`src/rtl/alu_pkg.sv`:
```
`default_nettype none
// ============================================================================
// Module   : alu_pkg
// Brief    : Opcode map, FSM state encoding and shared helpers for alu_seq.
// Revision : 1.0 - initial release
// ============================================================================
package alu_pkg;

  localparam logic [3:0] OP_ADD = 4'b0001;
  localparam logic [3:0] OP_SUB = 4'b0010;
  localparam logic [3:0] OP_AND = 4'b0011;
  localparam logic [3:0] OP_OR  = 4'b0100;
  localparam logic [3:0] OP_XOR = 4'b0101;
  localparam logic [3:0] OP_NOT = 4'b0110;
  localparam logic [3:0] OP_SHL = 4'b0111;
  localparam logic [3:0] OP_SHR = 4'b1000;
  localparam logic [3:0] OP_MUL = 4'b1001;
  localparam logic [3:0] OP_DIV = 4'b1010;
  localparam logic [3:0] OP_MOD = 4'b1011;

  localparam logic [1:0] IDLE = 2'd0;
  localparam logic [1:0] MUL  = 2'd1;
  localparam logic [1:0] DIV  = 2'd2;
  localparam logic [1:0] DONE = 2'd3;

  typedef struct packed {
    logic div_by_zero;
    logic illegal_op;
  } alu_flags_t;

  function automatic logic op_is_legal(input logic [3:0] op);
    return (op >= OP_ADD) && (op <= OP_MOD);
  endfunction

  // Iterative ops enter their loop state; everything else finishes next cycle.
  function automatic logic [1:0] first_state(input logic [3:0] op);
    case (op)
      OP_MUL:         return MUL;
      OP_DIV, OP_MOD: return DIV;
      default:        return DONE;
    endcase
  endfunction

endpackage
`default_nettype wire

```
`src/rtl/alu_seq_if.sv`:
```
`default_nettype none
// ============================================================================
// Module   : alu_seq_if
// Brief    : start/busy/done request bus between issue logic and alu_seq.
// Revision : 1.0 - initial release
// ============================================================================
interface alu_seq_if #(
  parameter int WIDTH = 16
) ();

  logic                 start;
  logic [WIDTH-1:0]     a;
  logic [WIDTH-1:0]     b;
  logic [3:0]           alu_op;
  logic                 busy;
  logic                 done;
  logic [2*WIDTH-1:0]   result;
  logic                 zero;
  logic                 div_by_zero;
  logic                 illegal_op;

  modport master (
    output start, a, b, alu_op,
    input  busy, done, result, zero, div_by_zero, illegal_op
  );

  modport slave (
    input  start, a, b, alu_op,
    output busy, done, result, zero, div_by_zero, illegal_op
  );

endinterface
`default_nettype wire

```
`src/rtl/alu_seq_divstep.sv`:
```
`default_nettype none
// ============================================================================
// Module   : alu_seq_divstep
// Brief    : One combinational restoring-division step (compare, subtract).
// Revision : 1.0 - initial release
// ============================================================================
module alu_seq_divstep #(
  parameter int WIDTH = 16
) (
  input  logic [WIDTH:0]   rem_in,
  input  logic [WIDTH-1:0] divisor,
  output logic [WIDTH-1:0] rem_out,
  output logic             q_bit
);

  logic [WIDTH-1:0] w_diff;

  // When the subtract is taken the difference is below divisor, so WIDTH bits suffice.
  assign q_bit   = (rem_in >= {1'b0, divisor});
  assign w_diff  = rem_in[WIDTH-1:0] - divisor;
  assign rem_out = q_bit ? w_diff : rem_in[WIDTH-1:0];

endmodule
`default_nettype wire

```
`src/rtl/alu_seq.sv`:
```
`default_nettype none
// ============================================================================
// Module   : alu_seq
// Brief    : Registered ALU; single-cycle logic ops, iterative MUL/DIV/MOD.
// Revision : 1.0 - initial release
// ============================================================================
module alu_seq
  import alu_pkg::*;
#(
  parameter int WIDTH = 16,
  parameter int CNT_W = $clog2(WIDTH + 1)
) (
  input  logic     clk,
  input  logic     rst,
  alu_seq_if.slave bus
);

  localparam int RW = 2 * WIDTH;
  localparam logic [WIDTH-1:0] c_shl_lim = WIDTH'(2 * WIDTH);
  localparam logic [WIDTH-1:0] c_shr_lim = WIDTH'(WIDTH);
  localparam logic [CNT_W-1:0] c_last    = CNT_W'(WIDTH - 1);

  logic [1:0]       r_state;
  logic [3:0]       r_op;
  logic [WIDTH-1:0] r_a;
  logic [WIDTH-1:0] r_b;
  logic [RW-1:0]    r_mcand;
  logic [RW-1:0]    r_acc;
  logic [WIDTH-1:0] r_rem;
  logic [CNT_W-1:0] r_cnt;
  logic [RW-1:0]    r_result;
  logic             r_zero;
  alu_flags_t       r_flags;
  logic             r_busy;
  logic             r_done;

  logic [1:0]       w_state_nxt;
  logic             w_load;
  logic [RW-1:0]    w_result_nxt;
  alu_flags_t       w_flags_nxt;
  logic [RW-1:0]    w_a_ext;
  logic [RW-1:0]    w_b_ext;
  logic [RW-1:0]    w_single;
  logic [RW-1:0]    w_mul_next;
  logic [WIDTH-1:0] w_rem_next;
  logic             w_q_bit;
  logic [WIDTH-1:0] w_quo_final;
  logic [RW-1:0]    w_div_result;

  assign w_a_ext = {{WIDTH{1'b0}}, bus.a};
  assign w_b_ext = {{WIDTH{1'b0}}, bus.b};

  always_comb begin
    w_single = '0;
    case (bus.alu_op)
      OP_ADD:  w_single = w_a_ext + w_b_ext;
      OP_SUB:  w_single = w_a_ext - w_b_ext;
      OP_AND:  w_single = w_a_ext & w_b_ext;
      OP_OR:   w_single = w_a_ext | w_b_ext;
      OP_XOR:  w_single = w_a_ext ^ w_b_ext;
      OP_NOT:  w_single = {{WIDTH{1'b0}}, ~bus.a};
      OP_SHL:  w_single = (bus.b >= c_shl_lim) ? '0 : (w_a_ext << bus.b);
      OP_SHR:  w_single = (bus.b >= c_shr_lim) ? '0 : (w_a_ext >> bus.b);
      default: w_single = '0;
    endcase
  end

  // Shift-add: r_b is consumed LSB first while the multiplicand walks left.
  assign w_mul_next = r_acc + (r_b[0] ? r_mcand : '0);

  // r_a doubles as dividend shifter and quotient collector.
  alu_seq_divstep #(
    .WIDTH (WIDTH)
  ) u_divstep (
    .rem_in  ({r_rem, r_a[WIDTH-1]}),
    .divisor (r_b),
    .rem_out (w_rem_next),
    .q_bit   (w_q_bit)
  );

  assign w_quo_final  = {r_a[WIDTH-2:0], w_q_bit};
  assign w_div_result = (r_op == OP_MOD) ? {{WIDTH{1'b0}}, w_rem_next}
                                         : {{WIDTH{1'b0}}, w_quo_final};

  always_comb begin
    w_state_nxt  = r_state;
    w_load       = 1'b0;
    w_result_nxt = '0;
    w_flags_nxt  = '0;
    case (r_state)
      IDLE: begin
        if (bus.start) begin
          w_state_nxt = first_state(bus.alu_op);
          if (first_state(bus.alu_op) == DONE) begin
            w_load                 = 1'b1;
            w_result_nxt           = w_single;
            w_flags_nxt.illegal_op = !op_is_legal(bus.alu_op);
          end
        end
      end
      MUL: begin
        if (r_cnt == c_last) begin
          w_state_nxt  = DONE;
          w_load       = 1'b1;
          w_result_nxt = w_mul_next;
        end
      end
      DIV: begin
        // A zero divisor falls out of the algorithm as all-ones / dividend.
        if (r_cnt == c_last) begin
          w_state_nxt             = DONE;
          w_load                  = 1'b1;
          w_result_nxt            = w_div_result;
          w_flags_nxt.div_by_zero = (r_b == '0);
        end
      end
      DONE:    w_state_nxt = IDLE;
      default: w_state_nxt = IDLE;
    endcase
  end

  always_ff @(posedge clk or posedge rst) begin
    if (rst) begin
      r_state  <= IDLE;
      r_op     <= '0;
      r_a      <= '0;
      r_b      <= '0;
      r_mcand  <= '0;
      r_acc    <= '0;
      r_rem    <= '0;
      r_cnt    <= '0;
      r_result <= '0;
      r_zero   <= 1'b0;
      r_flags  <= '0;
      r_busy   <= 1'b0;
      r_done   <= 1'b0;
    end else begin
      r_state <= w_state_nxt;
      r_busy  <= (w_state_nxt != IDLE);
      r_done  <= (w_state_nxt == DONE);
      if (w_load) begin
        r_result <= w_result_nxt;
        r_zero   <= (w_result_nxt == '0);
        r_flags  <= w_flags_nxt;
      end
      case (r_state)
        IDLE: begin
          if (bus.start) begin
            r_op    <= bus.alu_op;
            r_a     <= bus.a;
            r_b     <= bus.b;
            r_mcand <= w_a_ext;
            r_acc   <= '0;
            r_rem   <= '0;
            r_cnt   <= '0;
          end
        end
        MUL: begin
          r_acc   <= w_mul_next;
          r_mcand <= r_mcand << 1;
          r_b     <= r_b >> 1;
          r_cnt   <= r_cnt + CNT_W'(1);
        end
        DIV: begin
          r_rem <= w_rem_next;
          r_a   <= w_quo_final;
          r_cnt <= r_cnt + CNT_W'(1);
        end
        default: ;
      endcase
    end
  end

  assign bus.busy        = r_busy;
  assign bus.done        = r_done;
  assign bus.result      = r_result;
  assign bus.zero        = r_zero;
  assign bus.div_by_zero = r_flags.div_by_zero;
  assign bus.illegal_op  = r_flags.illegal_op;

endmodule
`default_nettype wire

```
`src/flat_wrapper.sv`:
```
// flat-port wrapper written by rule: the top's interface ports become plain ports
module alu_seq_flat import alu_pkg::*;
#(
  parameter int WIDTH = 16,
  parameter int CNT_W = $clog2(WIDTH + 1)
)
  (clk, rst, bus_start, bus_a, bus_b, bus_alu_op, bus_busy, bus_done, bus_result, bus_zero, bus_div_by_zero, bus_illegal_op);
  alu_seq_if #(.WIDTH(WIDTH)) bus_i ();
  input  logic clk;
  input  logic rst;
  input wire logic [$bits(bus_i.start)-1:0] bus_start;
  input wire logic [$bits(bus_i.a)-1:0] bus_a;
  input wire logic [$bits(bus_i.b)-1:0] bus_b;
  input wire logic [$bits(bus_i.alu_op)-1:0] bus_alu_op;
  output wire logic [$bits(bus_i.busy)-1:0] bus_busy;
  output wire logic [$bits(bus_i.done)-1:0] bus_done;
  output wire logic [$bits(bus_i.result)-1:0] bus_result;
  output wire logic [$bits(bus_i.zero)-1:0] bus_zero;
  output wire logic [$bits(bus_i.div_by_zero)-1:0] bus_div_by_zero;
  output wire logic [$bits(bus_i.illegal_op)-1:0] bus_illegal_op;
  assign bus_i.start = bus_start;
  assign bus_i.a = bus_a;
  assign bus_i.b = bus_b;
  assign bus_i.alu_op = bus_alu_op;
  assign bus_busy = bus_i.busy;
  assign bus_done = bus_i.done;
  assign bus_result = bus_i.result;
  assign bus_zero = bus_i.zero;
  assign bus_div_by_zero = bus_i.div_by_zero;
  assign bus_illegal_op = bus_i.illegal_op;
  alu_seq #(.WIDTH(WIDTH), .CNT_W(CNT_W)) u_core (.clk(clk), .rst(rst), .bus(bus_i));
endmodule
```
`config.mk`:
```
export PLATFORM = sky130hd
export DESIGN_NAME = alu_seq_flat
export DESIGN_NICKNAME = d
export VERILOG_FILES = /design/src/rtl/alu_pkg.sv /design/src/rtl/alu_seq_if.sv /design/src/rtl/alu_seq_divstep.sv /design/src/rtl/alu_seq.sv /design/src/flat_wrapper.sv
export SDC_FILE = /design/constraint.sdc
export NUM_CORES = 1
export LEC_CHECK = 0
export CORE_ASPECT_RATIO = 2
export CORE_UTILIZATION = 40
export CTS_CLUSTER_SIZE = 24
export DETAILED_ROUTE_END_ITERATION = 8
export DONT_BUFFER_PORTS = 1
export GPL_TIMING_DRIVEN = 0
export PLACE_DENSITY_LB_ADDON = 0.05
export SLEW_MARGIN = 20
export SYNTH_ARGS = -nofsm -noshare
export SYNTH_HDL_FRONTEND = slang
export SYNTH_SLANG_ARGS = --single-unit
```
`constraint.sdc`:
```
create_clock -name clk -period 5.9 [get_ports clk]
set_input_delay 0.59 -clock clk [delete_from_list [all_inputs] [get_ports clk]]
set_output_delay 0.59 -clock clk [all_outputs]
set_load 0.01 [all_outputs]
```
==> metrics.txt, run 1 <==
Hold WC Path Type=input pin to asynchronous set/reset pin; Clock Path Buffers=2; Gate Count Post-Synth=1865; status=complete, no violations; Avg Cell Area, Syn=8.20 um2; post-synthesis sequential area ratio=0.262; Placer Congestion=~1.0; DP Cell Count=about 2.3k; # IOs=76; Worst Setup End Kind=flop; critical path cell sequence=clkbuf_1, clkinv_1, buf_1, ha_1, clkbuf_1, nor2_1, a211oi_1, o21ai_0, a31oi_1, mux2i_1, a31oi_1, nor4b_1, nand4_1, nor4_2, nand3_1, o41ai_2; Total GRT Usage=0.400; final wirelength=77400 um; via count of the routed design=~16k; wire length of the first global-routing pass=~110000 um; NetSw=around 3600 uW; RSZ-0062 raised after global routing=false; pwr dens=418 nW/um2; core area=approximately 38000 um2; Max Slew Vio Count=0; Worst Path Buf+Inv=4; clock group share of total power=0.165; H-tree depth=4; Int Pwr=3360 uW; Slowest-stage cell, CP=a211oi_1; Worst EP required=6.26 ns; max-cap viol count=0; total negative slack=0 ns; clock skew=0.0208 ns; Pleak=roughly 0.0072 uW; vias in the first global route=15.6k; Final Hold Fails=0; synth warn=0; largest net degree at the start of global routing=101; slowest stage delay, CP=0.59 ns; Setup-failing EPs final=0; fraction of layout instances using a drive strength above 1=0.0793; switching part of the total power=0.517; DIE AREA=39100 um2; CP delay by family, top=buffers and inverters; TritonCTS Buffers=17; Die H=279 um; WL per Instance=roughly 33 um; CTS Hold Bufs=0; Post-synth EDFFs=0; worst-skew pair later-pin latency=~0.45 ns; IO Port Bufs=0; Post-synth ARST share=1.00; drt via density=6.64; Synth Register Bits=160; Tcrit/Tclk final=0.998; GRT overflow=0; Post-DP HPWL=~62000 um; row count=approximately 100; Non-Filler Instances=2370; Max Freq=approximately 170 MHz; Peak VDD IR=0.242 mV; Setup crit start kind=input pin; clock sink count=160; critical path data arrival time=6.25 ns; Reg power frac=0.266; mapped cell area=15300 um2; area grow syn2layout=8.76%; Clock transition at path regs=0.08 ns; starting DRC count in detailed routing=1234; DRC Markers=0; critical path class=input pin to flop; Die Wd=between 100 and 150 um; CTS Root Cell=clkbuf_16; Initial Util=0.405; First-pass DRT Iterations=6; Worst-Margin Slew=1.16 ns; min Tclk post-route=5.89 ns; post-layout net count=a little over 2k; Most used DFF post-synth=dfrtp_1; Mapped Nets=2011; Unique masters post-synth=97; critical-path maximum fanout=11; CTS tree=yes; worst rel slew slack=0.229; post-route ant nets=0; antenna violations before repair=1; combinational group share of total power=0.569
## layout make-up
| class | count | area (um2) |
|---|---|---|
| flip-flops and latches | 160 | 4000 |
| clock buffers | 18 | 439 |
| fillers | 3891 | 21200 |
| well taps | 463 | 579 |
| multi-input cells | 1489 | 10500 |
| plain buffers | 132 | 532 |
| repair buffers | 8 | 75.1 |
| clock inverters | 14 | 155 |
| inverters | 84 | 323 |
| diodes | 2 | 5.00 |
## layer usage
layer | up-vias | wire (um) | track usage
met5 | - | 0 | 0
met4 | 0 | 9540 | 0.400
met3 | 334 | 4340 | 0.0693
met2 | 747 | 38700 | 0.712
met1 | 7697 | 24900 | 0.380
li1 | 6953 | - | -
## synth_stat cells (6+ instances only)
| cell | number | area share |
|---|---|---|
| a2111oi_0 | 7 | 0.0040 |
| a211o_1 | 12 | 0.0069 |
| a211oi_1 | 18 | 0.0088 |
| a21o_1 | 26 | 0.013 |
| a21oi_1 | 101 | 0.033 |
| a221o_1 | 7 | 0.0046 |
| a221oi_1 | 9 | 0.0052 |
| a222oi_1 | 6 | 0.0039 |
| a22o_1 | 40 | 0.023 |
| a22oi_1 | 15 | 0.0074 |
| a311oi_1 | 6 | 0.0034 |
| a31oi_1 | 24 | 0.0098 |
| and2_1 | 41 | 0.017 |
| and3_1 | 11 | 0.0045 |
| buf_1 | 11 | 0.0027 |
| buf_2 | 10 | 0.0033 |
| clkbuf_1 | 108 | 0.027 |
| dfrtp_1 | 160 | 0.26 |
| ha_1 | 103 | 0.084 |
| inv_1 | 81 | 0.020 |
| mux2_2 | 23 | 0.017 |
| mux2i_1 | 80 | 0.052 |
| mux4_2 | 26 | 0.038 |
| nand2_1 | 244 | 0.060 |
| nand2b_1 | 23 | 0.0094 |
| nand3_1 | 57 | 0.019 |
| nand4_1 | 25 | 0.010 |
| nor2_1 | 104 | 0.026 |
| nor2b_1 | 21 | 0.0086 |
| nor3_1 | 44 | 0.014 |
| nor4_1 | 15 | 0.0061 |
| nor4b_1 | 6 | 0.0034 |
| o211ai_1 | 13 | 0.0064 |
| o21a_1 | 14 | 0.0069 |
| o21ai_0 | 142 | 0.046 |
| o22ai_1 | 18 | 0.0074 |
| o31ai_1 | 16 | 0.0079 |
| or2_2 | 7 | 0.0029 |
| or3_1 | 9 | 0.0037 |
| xnor2_1 | 33 | 0.019 |
| xor2_1 | 20 | 0.011 |
## logic make-up after synthesis
logic type | share of synthesized area
and+or+nand+nor | 0.207
AOI/OAI and AO/OA | 0.246
buffers and inverters | 0.0553
DFF | 0.262
muxes | 0.110
adders and majority gates | 0.0895
xor gates and xnor gates | 0.0304
## path summary, 6_finish.rpt
kind	startpoint	slack (ns)	cells past startpoint	endpoint
min in group clk	bus_b[15]	0.29	1	u_core.r_b[15]
max in group asynchronous	rst	4.91	2	u_core.r_acc[31]
max reg2reg	u_core.r_b[0]	0.73	15	u_core.bus.zero
min reg2reg	u_core.r_cnt[4]	0.50	2	u_core.r_cnt[4]
max	bus_b[3]	0.01	16	u_core.bus.zero
min	rst	0.005	1	u_core.r_rem[8]
## flip-flops by register name (all words and copies together), names as in the netlist
| register | count |
|---|---|
| u_core.bus.result | 32 |
| u_core.r_acc | 32 |
| u_core.r_mcand | 32 |
| u_core.r_a | 16 |
| u_core.r_b | 16 |
| u_core.r_rem | 16 |
| u_core.r_cnt | 5 |
| u_core.r_op | 4 |
| u_core.r_state | 2 |
| u_core.bus.busy | 1 |
| u_core.bus.div_by_zero | 1 |
| u_core.bus.done | 1 |
| u_core.bus.illegal_op | 1 |
| u_core.bus.zero | 1 |
## power groups by stage
stage	clock network [uW]	registers [uW]	logic, uW
floorplan	0	1690	2680
global placement	0	1840	3840
detailed placement	0	1850	3880
CTS	1160	1830	3910
global route	1200	1880	4250
finish	1140	1850	3960
## placed cells by master, fill, tap and decap left out, types with 40 or more instances in the layout
cell / synthesis / final
a22o_1: 40 / 40
ha_1: 103 / 103
o21ai_0: 142 / 142
nand3_1: 57 / 57
inv_1: 81 / 80
clkbuf_1: 108 / 107
nor2_1: 104 / 104
nand2_1: 244 / 244
a21oi_1: 101 / 100
nor3_1: 44 / 42
mux2i_1: 80 / 80
dfrtp_1: 160 / 160
and2_1: 41 / 41
## through the flow
step	setup WS, ns	power, uW	util	area, um2	hold slack (ns)
6_report	0.00983	6950	0.440	16600	0.00523
5_1_grt	0.0194	7330	0.440	16600	0.0407
4_1_cts	0.0205	6890	0.439	16600	0.0299
3_5_place_dp	-0.781	5730	0.423	16000	0.475
3_3_place_gp	-1.20	5690	0.420	15900	0.469
2_1_floorplan	0.990	4370	-	15300	0.439
## timing repair
action / CTS / global route
endpoints found under the setup margin: 1 / 1
buffers inserted: 0 / 2
resized for setup: 2 / 5
Note: power is estimated with default switching activity, not from simulation.
==> run 2, diff against run 1 <==
Settings changed: SKIP_LAST_GASP from default to 1.
==> results of run 2 <==
Same layout as run 1: the final DEF is identical, and so are final timing and power.
